$ cat src/rtl/hazard_stall_ctrl.sv
// Load-use / RAW hazard stall and branch-flush control for a 5-stage pipeline.
// Optional feature: define WB_SPLIT_CYCLE_EN to exclude the WB entry from hazard detection.
module hazard_stall_ctrl (
  input  logic        clk,
  input  logic        rst_n,
  input  logic        id_valid,
  input  logic [4:0]  id_rs,
  input  logic [4:0]  id_rt,
  input  logic        id_uses_rs,
  input  logic        id_uses_rt,
  input  logic        id_reg_write,
  input  logic [4:0]  id_dst,
  input  logic        ex_branch_taken,
  output logic        pc_write,
  output logic        ifid_write,
  output logic        ifid_flush,
  output logic        idex_bubble,
  output logic [15:0] stall_cycles
);

  typedef enum logic {ST_RUN, ST_STALL} state_t;

  state_t      r_state;
  logic        r_ex_wr, r_mem_wr, r_wb_wr;
  logic [4:0]  r_ex_dst, r_mem_dst, r_wb_dst;
  logic [15:0] r_stall_cnt;

  logic w_hit_ex, w_hit_mem, w_hit_wb;
  logic w_hazard;
  logic w_stall;
  logic w_ex_load;

  // Register 0 is hard-wired, so a zero destination can never produce a dependency.
  function automatic logic f_match(input logic       wr,
                                   input logic [4:0] dst,
                                   input logic       uses_rs,
                                   input logic [4:0] rs,
                                   input logic       uses_rt,
                                   input logic [4:0] rt);
    f_match = wr && (dst != 5'd0) &&
              ((uses_rs && (rs == dst)) || (uses_rt && (rt == dst)));
  endfunction

  function automatic logic [15:0] f_sat_inc(input logic [15:0] cnt);
    f_sat_inc = (cnt == 16'hFFFF) ? cnt : cnt + 16'd1;
  endfunction

  assign w_hit_ex  = f_match(r_ex_wr,  r_ex_dst,  id_uses_rs, id_rs, id_uses_rt, id_rt);
  assign w_hit_mem = f_match(r_mem_wr, r_mem_dst, id_uses_rs, id_rs, id_uses_rt, id_rt);
  assign w_hit_wb  = f_match(r_wb_wr,  r_wb_dst,  id_uses_rs, id_rs, id_uses_rt, id_rt);

`ifdef WB_SPLIT_CYCLE_EN
  // Register file writes in the first half-cycle, so a WB producer is already visible to ID.
  assign w_hazard = id_valid && (w_hit_ex || w_hit_mem);
`else
  assign w_hazard = id_valid && (w_hit_ex || w_hit_mem || w_hit_wb);
`endif

  assign w_stall   = w_hazard && !ex_branch_taken;
  assign w_ex_load = id_valid && id_reg_write && (id_dst != 5'd0) && !idex_bubble;

  always_comb begin
    pc_write    = 1'b1;
    ifid_write  = 1'b1;
    ifid_flush  = 1'b0;
    idex_bubble = 1'b0;
    if (!rst_n) begin
      pc_write    = 1'b0;
      ifid_write  = 1'b0;
      ifid_flush  = 1'b1;
      idex_bubble = 1'b1;
    end else if (ex_branch_taken) begin
      ifid_flush  = 1'b1;
      idex_bubble = 1'b1;
    end else if (w_hazard) begin
      pc_write    = 1'b0;
      ifid_write  = 1'b0;
      idex_bubble = 1'b1;
    end
  end

  always_ff @(posedge clk or negedge rst_n) begin
    if (!rst_n) begin
      r_ex_wr   <= 1'b0;
      r_ex_dst  <= 5'd0;
      r_mem_wr  <= 1'b0;
      r_mem_dst <= 5'd0;
      r_wb_wr   <= 1'b0;
      r_wb_dst  <= 5'd0;
    end else begin
      r_wb_wr   <= r_mem_wr;
      r_wb_dst  <= r_mem_dst;
      r_mem_wr  <= r_ex_wr;
      r_mem_dst <= r_ex_dst;
      r_ex_wr   <= w_ex_load;
      r_ex_dst  <= w_ex_load ? id_dst : 5'd0;
    end
  end

  always_ff @(posedge clk or negedge rst_n) begin
    if (!rst_n) begin
      r_state     <= ST_RUN;
      r_stall_cnt <= 16'd0;
    end else begin
      case (r_state)
        ST_RUN:   if (w_stall)  r_state <= ST_STALL;
        ST_STALL: if (!w_stall) r_state <= ST_RUN;
        default:  r_state <= ST_RUN;
      endcase
      if (w_stall) r_stall_cnt <= f_sat_inc(r_stall_cnt);
    end
  end

  assign stall_cycles = r_stall_cnt;

endmodule
$ cat config.mk
export PLATFORM = sky130hd
export DESIGN_NAME = hazard_stall_ctrl
export DESIGN_NICKNAME = d
export VERILOG_FILES = /design/src/rtl/hazard_stall_ctrl.sv
export SDC_FILE = /design/constraint.sdc
export NUM_CORES = 1
export LEC_CHECK = 0
export CORE_MARGIN = 2
export CORE_UTILIZATION = 49
export DETAILED_ROUTE_END_ITERATION = 10
export PLACE_DENSITY = 0.79
export SYNTH_ARGS = -nofsm -noshare
export SYNTH_HDL_FRONTEND = slang
export SYNTH_SLANG_ARGS = --single-unit
$ cat constraint.sdc
create_clock -name clk -period 3.5 [get_ports clk]
set_clock_uncertainty 0.15 [all_clocks]
set_input_delay 0.7 -clock clk [delete_from_list [all_inputs] [get_ports clk]]
set_output_delay 0.7 -clock clk [all_outputs]
set_load 0.01 [all_outputs]
==> results.md <==
- Number of global-route vias before repair: 1375
- First-pass GRT wire length: 6640 um
- Data required time of the worst path: 2.65 ns
- Pwr/cell area: 306 mW/mm^2
- Ranking of synthesized cells by area: dfrtp_1, xnor2_1, xor2_1
- Htree depth: 2
- Netlist cell types: 30
- Buf/Inv on CP: 2
- Cts bufs inserted: 5
- Max-cap viol count: 0
- Initial antenna violation count: 0
- Post-route ant nets: 0
- Async SR Flop Fraction: 100%
- Core area: 0.00339 mm^2
- Ratio of cells with drive above 1 in the final layout: 11.8%
- Place WS: -0.207 ns
- Worst hold path type: flop to flop
- Starting density of the core: 51.5%
- Final period util: 93.0%
- Yosys warning count: 0
- Worst EP arrival: 2.41 ns
- Reg2Reg Depth: 9
- Largest net degree at the start of global routing: 25
- Placed instance count: 252
- DRC: 0
- I/O pin cnt: 42
- # nets final: approximately 240
- Most used DFF post-synth: dfrtp_1
- Die area: 0.00406 mm^2
- Max Slew Vio Count: 0
- Fin cells: 266
- First-pass DRT Iterations: 4
- Crit. End Element: primary output
- Leak: ~1.1 nW
- Syn Std Cell Area: roughly 0.0017 mm^2
- Number of DRC markers in iteration 0: 116
- Area leader, netlist: dfrtp_1
- Status: completed
- Worst R2R Start: r_mem_dst[2]
- Grt total ovfl: 0
- Relative slew slack: 70.7%
- Sequential area share after synthesis: about half
- Setup WS post-layout: 0.244 ns
- Critical path depth: 8
- Final Hold Vio Count: 0
- Ant diodes: 0
- Slowest stage delay, CP: 0.29 ns
- Peak VDD IR: 190 uV
- Post-synthesis area per instance: 10.6 um^2
- Commonest cells post-synth: dfrtp_1, xnor2_1, nand2_1
- CTS tree: yes
- Fin area: 0.00233 mm^2
- Post-synth top area share: between 40 and 50%
- Sink Count: 34
- RSZ-0062 raised after global routing: false
- Routed len/inst: between 15 and 20 um
- Largest delay share family, worst path: buffers and inverters
- FILL cells: between 200 and 300
- Register area: 852 um^2
- Placed cell area: 0.00221 mm^2
- PortBufs: 41
- Post-Route Setup TNS: 0 ns
- Critical path class: input pin to primary output
- Routability cong.: 1.01
- RR Endpoint: stall_cycles[5]
- Reg clk slew, reported paths: roughly 0.10 ns
- Row count: 21
- Die Width: 63.7 um
- Top cell by count, worst path: dlygate4sd2_1
- Worst-Skew Late Latency: ~0.34 ns
- Crit path launch type: input pin
- Fmax: 307 MHz
- Worst Max-Slew Pin Slew: 0.438 ns
- Post-synth EDFFs: 0
- Area growth from synthesis to layout: 33.3%
- Dpl hpwl: 2970 um
- Synthesized netlist cell count: 164
- R2R Setup Slk: 1.04 ns
- Via count: approximately 1400
- Root buf cell: clkbuf_4
- CP Cell Sequence: dlygate4sd2_1 > xnor2_1 > nand4_1 > o22ai_2 > a222oi_1 > or2_1 > and2_1 > dlygate4sd2_1
- Beginning of the critical path: id_rs[2]
- Tmin final: 3.26 ns
- WL final: a little over 4000 um
- Clock Path Buffers: 2
- DR vias/cell: 5.21
- Syn_nets: 187
- GRT Total Usage: 21.8%
- Flops & latches, synth: 34
- Slowest stage cell, crit path: dlygate4sd2_1
- Final setup violation count: 0
- Die Y: 63.7 um
- Worst setup path end: ifid_write
- Hold-fix buffers, CTS: 0
- Crit-path max FO: 3
- Area of the multi-input gates: 846 um^2
## worst min path at each step
stage	slack [ns]	from	cells after the start	endpoint
3_3_place_gp	0.21	r_ex_wr	0	r_mem_wr
4_1_cts	0.24	r_ex_wr	0	r_mem_wr
6_report	0.24	r_ex_wr	0	r_mem_wr
5_1_grt	0.25	r_ex_wr	0	r_mem_wr
3_5_place_dp	0.22	r_ex_wr	0	r_mem_wr
2_1_floorplan	0.20	r_ex_wr	0	r_mem_wr
## cell type report
type	instances	area share (%)
clock buffer	7	2.37
clock inverter	1	0.215
inverter	10	1.61
multi-input combinational	117	36.3
sequential	34	36.6
tap	46	2.47
timing repair buffer	51	20.4
## report_power, final
group / internal, mW / switching, mW
logic: 0.0433 / 0.0397
registers: 0.396 / 0.00394
clock network: 0.0973 / 0.131
## stage by stage
| stage | power (mW) | hold WS (ns) | util, % |
|---|---|---|---|
| 2_1_floorplan | 0.439 | 0.204 | - |
| 3_3_place_gp | 0.489 | 0.210 | 65.3 |
| 3_5_place_dp | 0.491 | 0.216 | 65.3 |
| 4_1_cts | 0.722 | 0.242 | 67.9 |
| 5_1_grt | 0.752 | 0.255 | 68.7 |
| 6_report | 0.712 | 0.238 | 68.7 |
## placed cells by master, fill, tap and decap left out, types with 3 or more instances in the layout
cell type        count
nand3_1              6
nor2_1              10
o22ai_2              3
or3_1                3
o311a_1              3
dlygate4sd2_1       11
buf_4               10
nor4_1               4
nand4_1              7
clkdlybuf4s50_1     29
nand2_1             14
inv_1               10
xor2_1              11
dfrtp_1             33
nor3_1               7
clkbuf_4             5
xnor2_1             34
## state kept, by name (all words and copies together) (netlist names)
signal and count:
stall_cycles 16, r_ex_dst 5, r_mem_dst 5, r_wb_dst 5
r_ex_wr 1, r_mem_wr 1, r_wb_wr 1
## what timing repair did
| action | 4_1_cts | 5_1_grt |
|---|---|---|
| gates resized for setup | 14 | 2 |
| endpoints found under the setup margin | 2 | 1 |
| hold endpoints to repair | 0 | 0 |
| pin swaps | 1 | 1 |
| setup buffers | 3 | 3 |
## cells by family (layout without fill, tap and decap cells)
kind of cell | Yosys count | count (layout) | share of synthesized area (%)
flip-flops | 34 | 34 | 48.7
buffers and inverters | 13 | 69 | 3.87
multiplexers | 1 | 1 | 0.860
XOR/XNOR | 45 | 45 | 22.6
AO/OA/AOI/OAI | 11 | 11 | 4.95
adder cells (fa/ha/maj) | 1 | 1 | 0.717
AND/OR/NAND/NOR | 59 | 59 | 18.3
## metal layers
layer  global-route usage (%)  part of all wire, %  up-vias
met1                     30.2                   46      646
met2                     32.1                   46       51
met3                     5.89                  5.1       15
li1                         -                    -      675
met4                     8.97                  3.4        0
met5                        0                    0        -
No activity file was read; power rests on OpenSTA's default activity.
